File: config.mk
export PLATFORM = sky130hd
export DESIGN_NAME = mem_arbiter
export DESIGN_NICKNAME = d
export VERILOG_FILES = /design/src/rtl/mem_arbiter.sv
export SDC_FILE = /design/constraint.sdc
export NUM_CORES = 1
export LEC_CHECK = 0
export BUFFER_PORTS_ARGS = -buffer_cell sky130_fd_sc_hd__buf_4
export CAP_MARGIN = 20
export CORE_UTILIZATION = 35
export CTS_CLUSTER_DIAMETER = 30
export CTS_CLUSTER_SIZE = 10
export DETAILED_ROUTE_END_ITERATION = 12
export HOLD_SLACK_MARGIN = 0.02
export PLACE_DENSITY = 0.71
export SKIP_LAST_GASP = 1
export SLEW_MARGIN = 20
export SYNTH_ARGS = -nofsm -noshare
export SYNTH_HDL_FRONTEND = slang
export SYNTH_SLANG_ARGS = --single-unit
File: constraint.sdc
create_clock -name clk -period 3.3 [get_ports clk]
set_clock_uncertainty 0.05 [all_clocks]
set_input_delay 0.165 -clock clk [delete_from_list [all_inputs] [get_ports clk]]
set_output_delay 0.165 -clock clk [all_outputs]
set_load 0.01 [all_outputs]
File: src/rtl/mem_arbiter.sv
// mem_arbiter: round-robin arbiter sharing one single-port memory between
// an instruction-fetch port and a data load/store port (fixed 3-cycle cadence).
module mem_arbiter #(
    parameter int ADDR_WIDTH = 8
) (
    input  logic                  clk,
    input  logic                  reset,
    input  logic                  i_req,
    input  logic [31:0]           i_addr,
    output logic [31:0]           i_rdata,
    output logic                  i_ack,
    input  logic                  d_req,
    input  logic [31:0]           d_addr,
    input  logic [31:0]           d_wdata,
    input  logic [3:0]            d_wmask,
    output logic [31:0]           d_rdata,
    output logic                  d_ack,
    output logic [ADDR_WIDTH-1:0] mem_addr,
    output logic [31:0]           mem_wdata,
    output logic [3:0]            mem_wmask,
    output logic                  mem_rstrb,
    input  logic [31:0]           mem_rdata,
    output logic                  busy
);
    typedef enum logic [1:0] {IDLE, ACCESS, RESP} state_t;

    state_t      state, state_nx;
    logic        gnt_d, last_d, gnt_d_nx, start;
    logic [31:0] addr, wdata, i_data, d_data;
    logic [3:0]  wmask;
    logic        is_access, is_store;
    logic        unused_addr_bits;

    assign unused_addr_bits = ^{addr[31:ADDR_WIDTH+2], addr[1:0]};

    // D wins contention only when I was granted last
    always_comb begin
        start    = state == IDLE && (i_req || d_req);
        gnt_d_nx = d_req && (!i_req || !last_d);
        state_nx = start ? ACCESS : state == ACCESS ? RESP : IDLE;
    end

    always_ff @(posedge clk or negedge reset) begin
        if (!reset) begin
            state  <= IDLE;
            gnt_d  <= 1'b0;
            last_d <= 1'b1;
            addr   <= '0;
            wdata  <= '0;
            wmask  <= '0;
            i_data <= '0;
            d_data <= '0;
        end else begin
            state <= state_nx;
            if (start) begin
                gnt_d  <= gnt_d_nx;
                last_d <= gnt_d_nx;
                addr   <= gnt_d_nx ? d_addr : i_addr;
                wdata  <= gnt_d_nx ? d_wdata : '0;
                wmask  <= gnt_d_nx ? d_wmask : '0;
            end
            if (i_ack)
                i_data <= mem_rdata;
            if (d_ack && !is_store)
                d_data <= mem_rdata;
        end
    end

    always_comb begin
        is_access = state == ACCESS;
        is_store  = |wmask;
        mem_addr  = is_access ? addr[ADDR_WIDTH+1:2] : '0;
        mem_rstrb = is_access && !is_store;
        mem_wmask = is_access ? wmask : '0;
        mem_wdata = is_access ? wdata : '0;
        i_ack     = state == RESP && !gnt_d;
        d_ack     = state == RESP && gnt_d;
        i_rdata   = i_ack ? mem_rdata : i_data;
        d_rdata   = (d_ack && !is_store) ? mem_rdata : d_data;
        busy      = state != IDLE;
    end
endmodule

==> impl_metrics.csv, run 1 <==
group,metric,value,unit
global_route,grt_max_degree,62,
sta,fin_crit,2.52,ns
yosys,yosys_most_used_dff,"dfrtp_1",
sta,hold_violations,0,
yosys,syn_area,4550,um^2
sta,slew_violations,0,
sta,setup_viol,0,
drt,wire_per_inst,15.4,um
placement,pre_cts_slack,1.09,ns
sta,rsz0062_at_grt,"no",
sta,setup_ws,0.784,ns
sta,hold_ws,0.0364,ns
min_path,hold_path_class,"in -> reg",
layout,num_antenna_cells,0,
power,p_seq_share,35.7,%
setup_path,critPathMaxFanout,32,
power,p_int,4.29,mW
drt,via_count,3413,
yosys,synth_top_area_cell,"dfrtp_1",
yosys,synth_top_cells_by_area,"dfrtp_1 (61%), mux2_2 (19%), a22o_1 (6.9%)",
global_route,grt_usage,17.2,%
clocking,clock_sinks,112,
yosys,synthMostInstantiatedCell,"dfrtp_1",
sta,post-route-period-util,76.2,%
setup_path,worst-setup-path-type,"reg -> out",
global_route,grt_overflow,0,
yosys,avgSynthCellArea,14.9,um^2
floorplan,die_h,116,um
layout,layout-drive-gt1-share,54.5,%
clocking,cts_tree,"yes",
power,power.density,887,nW/um^2
yosys,synthArstFlopShare,100,%
layout,finish.utilization,55.9,%
global_route,grt_pass1_wl,17700,um
floorplan,start_util,35.9,%
yosys,ys_warn_count,0,
outcome,run_status,"complete, no violations",
yosys,synth_edf_count,0,
floorplan,placement_rows,41,
setup_path,worstPathRequired,3.08,ns
job,maxCapViolCount,0,
clocking,numCtsBuffers,9,
setup_path,rr_worst_depth,3,
drt,routed_wl,11300,um
drt,ant_nets,0,
yosys,yosysSeqAreaShare,61.6,%
clocking,clockBufferDepth,2,
sta,fin_tns_setup,0,ns
clocking,path_clk_slew,0.07,ns
power,p_sw,2.00,mW
global_route,grt_pass1_vias,3506,
placement,gp_congestion,0.709,
yosys,synth.distinct_cells,21,
clocking,cts_resized,0,
min_path,min_path_cells,2,
sta,fmax,0.397,GHz
drt,drt_iter0_markers,159,
floorplan,die_area,13500,um^2
sta,maxSlewHeadroom,43.0,%
yosys,synthCells,306,
layout,nets,693,
placement,hpwl,7230,um
drt,dr.pass1.iters,4,
power,p_sw_share,31.8,%
global_route,grt_antenna_before_repair,0,
layout,syn_to_final_growth,55.6,%
setup_path,start_kind,"flip-flop",
floorplan,pin_count,248,
floorplan,core_region_area,12700,um^2
power,combPwrFrac,46.3,%
clocking,root_buffer,"clkbuf_16",
setup_path,arrival,2.30,ns
yosys,ys_seq_elements,112,
yosys,synth.net_count,442,
sta,worst_slew_pin_slew,0.852,ns
placement,io_buffers,199,
power,ir_worst_vdd,0.439,mV
floorplan,fp.dieW,116,um
yosys,ys_top_cells_by_count,"dfrtp_1 (111), mux2_2 (78), and2_1 (45)",
drt,vias_per_cell,4.66,
power,p_leak,3.42,nW
power,clockPowerShare,18.0,%
clocking,cts_max_level,3,
clocking,clk_latency,0.34,ns
drt,route.detailed.drc,0,
setup_path,critPathCaptureType,"primary output",
yosys,netlist.area_leader.share,61.0,%
[power by group through the flow]
| stage | Combinational, mW | Sequential, mW | Clock, mW |
|---|---|---|---|
| floorplan | 1.62 | 2.18 | 0 |
| global placement | 2.79 | 2.23 | 0 |
| detailed placement | 2.84 | 2.26 | 0 |
| CTS | 2.90 | 2.24 | 1.18 |
| global route | 3.15 | 2.31 | 1.22 |
| finish | 2.91 | 2.24 | 1.13 |
[routing by layer]
layer  GRT usage (%)  vias up  wire [um]
li1                -     1577          -
met1            20.5     1701       4700
met2            29.3      125       5690
met3            4.55       10        725
met4            7.18        0        189
met5               0        -          0
[worst paths after layout]
| path | slack, ns | to | startpoint |
|---|---|---|---|
| max | 0.78 | d_rdata[27] | wmask[0] |
| min | 0.04 | i_data[23] | mem_rdata[23] |
| max reg2reg | 1.32 | d_data[3] | wmask[0] |
| min reg2reg | 0.45 | d_data[22] | d_data[22] |
| max in group asynchronous | 2.05 | i_data[16] | reset |
| min in group asynchronous | 0.36 | wdata[27] | reset |
[per-stage QoR]
stage | power [mW] | cell area [um^2] | cells
floorplan | 3.80 | 4550 | 306
global placement | 5.02 | 6180 | 660
detailed placement | 5.10 | 6180 | 660
CTS | 6.32 | 7060 | 732
global route | 6.68 | 7080 | 733
finish | 6.28 | 7080 | 733
[state kept, by name (all words and copies together), names as in the netlist]
register and cells:
addr 8, i_data 32, d_data 32, wdata 32
last_d 1, wmask 4, state 2, gnt_d 1
[placed cells by master (no fill, tap or decap)]
master,n
a21bo_1,1
a21o_1,2
a22o_1,36
and2_1,45
and3b_1,1
buf_12,1
buf_16,1
buf_4,202
bufinv_16,2
clkbuf_16,9
clkinv_2,2
clkinvlp_4,2
dfrtp_1,111
dfstp_2,1
dlygate4sd3_1,57
inv_1,1
mux2_2,78
mux2_4,2
nand2_2,1
nor2_2,1
nor2b_2,1
nor3b_4,1
nor4_2,1
o21bai_4,1
or2_1,1
[worst max-delay path, stage by stage, from the launching register on]
cell     delay, ns
dfrtp_1       0.41
nor4_2        0.33
nand2_2       0.53
mux2_2        0.50
buf_4         0.15
[kinds of logic after synthesis]
kind of cell / after synthesis / synth area share, %
flops: 112 / 61.6
mux: 80 / 20.0
compound gates: 40 / 7.64
simple gates: 52 / 7.42
buf+inv: 22 / 3.38
[what timing repair did]
| action | CTS | global route |
|---|---|---|
| hold buffers | 57 | 0 |
| hold endpoints to repair | 114 | 0 |
| buffers inserted | 0 | 0 |
[area by class of cell]
class                           count  area, um^2
Fill cell                        1035        5590
Sequential cell                   112        2800
Timing Repair Buffer              261        2130
Multi-Input combinational cell    172        1620
Clock buffer                        9         225
Tap cell                          172         215
Clock inverter                      6        85.1
Inverter                            1        3.75
No activity file was read; power rests on OpenSTA's default activity.
==> inputs of run 2 (changes only) <==
--- a/config.mk
+++ b/config.mk
@@ -12,7 +12,7 @@
 export CTS_CLUSTER_SIZE = 10
 export DETAILED_ROUTE_END_ITERATION = 12
 export HOLD_SLACK_MARGIN = 0.02
-export PLACE_DENSITY = 0.71
+export PLACE_DENSITY = 0.74
 export SKIP_LAST_GASP = 1
 export SLEW_MARGIN = 20
 export SYNTH_ARGS = -nofsm -noshare
==> constraint.sdc (replaced) <==
create_clock -name clk -period 2.3 [get_ports clk]
set_clock_uncertainty 0.05 [all_clocks]
set_input_delay 0.115 -clock clk [delete_from_list [all_inputs] [get_ports clk]]
set_output_delay 0.115 -clock clk [all_outputs]
set_load 0.01 [all_outputs]
==> impl_metrics.csv, run 2 (synthesis gave the netlist of run 1 again) <==
group,metric,value,unit
drt,route.detailed.drc,0,
power,ir_worst_vdd,0.564,mV
setup_path,start_kind,"flip-flop",
drt,routed_wl,11800,um
clocking,clk_latency,0.34,ns
sta,setup_viol,0,
global_route,grt_antenna_before_repair,0,
layout,layout_common_cells,"buf_4 (202), dfrtp_1 (111), mux2_2 (78), dlygate4sd3_1 (69), and2_1 (45)",
drt,ant_nets,0,
sta,maxSlewHeadroom,64.5,%
min_path,hold_path_class,"in -> reg",
floorplan,die_h,116,um
layout,num_antenna_cells,0,
sta,worst_slew_pin_slew,0.533,ns
layout,num-fill-cells,1027,
layout,layout-drive-gt1-share,53.6,%
sta,rsz0062_at_grt,"no",
drt,dr.pass1.iters,4,
sta,slew_violations,0,
floorplan,placement_rows,41,
drt,top_layer,"met4",
setup_path,arrival,1.89,ns
setup_path,critPathMaxFanout,32,
setup_path,worst-setup-path-type,"reg -> out",
setup_path,critPathCaptureType,"primary output",
clocking,clock_sinks,112,
global_route,grt_usage,17.5,%
layout,syn_to_final_growth,58.8,%
drt,via_count,3502,
floorplan,fp.dieW,116,um
drt,wl_met3,627,um
layout,nets,707,
clocking,numCtsBuffers,9,
clocking,cts_setup_buffers,0,
drt,wire_per_inst,15.8,um
job,maxCapViolCount,0,
sta,fmax,0.487,GHz
floorplan,pin_count,248,
sta,post-route-period-util,89.2,%
sta,fin_crit,2.05,ns
sta,hold_violations,0,
setup_path,r2r_slack,0.61,ns
setup_path,startpoint,"wmask[0]",
sta,hold_ws,0.0797,ns
layout,regArea,2800,um^2
layout,multi_input_area,1620,um^2
drt,wl_met2,6190,um
setup_path,r2r_start,"state[0]",
placement,hpwl,7430,um
power,power.density,1240,nW/um^2
placement,io_buffers,199,
floorplan,core_region_area,12700,um^2
clocking,root_buffer,"clkbuf_16",
global_route,grt_pass1_vias,3662,
layout,layout_commonest_cell,"buf_4",
global_route,grt_overflow,0,
floorplan,start_util,35.9,%
drt,wl_met1,4710,um
power,total_power,8.95,mW
clocking,cts_max_level,3,
drt,vias_per_cell,4.68,
outcome,run_status,"complete, no violations",
setup_path,crit_end,"d_rdata[18]",
clocking,clockBufferDepth,2,
global_route,grt_max_degree,55,
setup_path,worstPathRequired,2.13,ns
drt,drt_iter0_markers,168,
floorplan,die_area,13500,um^2
placement,pre_cts_slack,0.552,ns
clocking,cts_resized,0,
layout,top_regs,"d_data: 32 flops, i_data: 32 flops, wdata: 32 flops",
setup_path,rr_worst_depth,4,
sta,setup_ws,0.249,ns
setup_path,rr_endpoint,"wdata[12]",
placement,gp_congestion,0.676,
global_route,grt_pass1_wl,18000,um
clocking,cts_tree,"yes",
sta,fin_tns_setup,0,ns
power,p_leak,3.48,nW
clocking,path_clk_slew,0.07,ns
-- run 2: metrics by stage --
stage / utilization, % / instance area, um^2 / instances
after floorplan: - / 4550 / 306
after global placement: 49.1 / 6220 / 662
after detailed placement: 49.1 / 6220 / 662
after CTS: 56.8 / 7200 / 747
after global routing: 57.0 / 7230 / 748
final: 57.0 / 7230 / 748
-- run 2: final cells by class --
| cell class | count | share of cell area [%] |
|---|---|---|
| sequential | 112 | 38.8 |
| timing repair buffer | 275 | 31.7 |
| multi-input combinational | 172 | 22.4 |
| clock buffer | 12 | 3.69 |
| tap | 172 | 2.98 |
| clock inverter | 4 | 0.381 |
| inverter | 1 | 0.0519 |
-- run 2: how the worst min path moves through the flow --
| stage | start | endpoint | slack [ns] | depth (start not counted) |
|---|---|---|---|---|
| CTS | d_addr[4] | addr[4] | 0.06 | 3 |
| detailed placement | reset | d_data[7] | 0.08 | 1 |
| global route | d_addr[6] | addr[6] | 0.07 | 3 |
| finish | d_addr[4] | addr[4] | 0.08 | 3 |
| floorplan | reset | addr[2] | -0.23 | 0 |
| global placement | reset | i_data[7] | 0.07 | 1 |
-- run 2: worst max-delay path, stage by stage (launching register included) --
cell     delay [ns]
dfrtp_1        0.41
nor4_2         0.35
nand2_2        0.11
buf_12         0.19
mux2_2         0.31
buf_4          0.15
-- run 2: timing repair --
| action | CTS | global route |
|---|---|---|
| hold buffers | 69 | 0 |
| setup endpoints to repair | 0 | 0 |
| hold endpoints to repair | 138 | 0 |
-- run 2: routing by layer --
metal  up-vias  track usage (%)
li1       1606                -
met1      1749             19.9
met2       127             31.4
met3        20             3.87
met4         0             7.78
met5         -                0
-- run 2: report_power, final --
| part | internal [mW] | switching, mW | leakage, nW |
|---|---|---|---|
| sequential | 2.89 | 0.333 | 1.36 |
| clock | 0.822 | 0.689 | 0.137 |
| combinational | 2.35 | 1.87 | 1.98 |
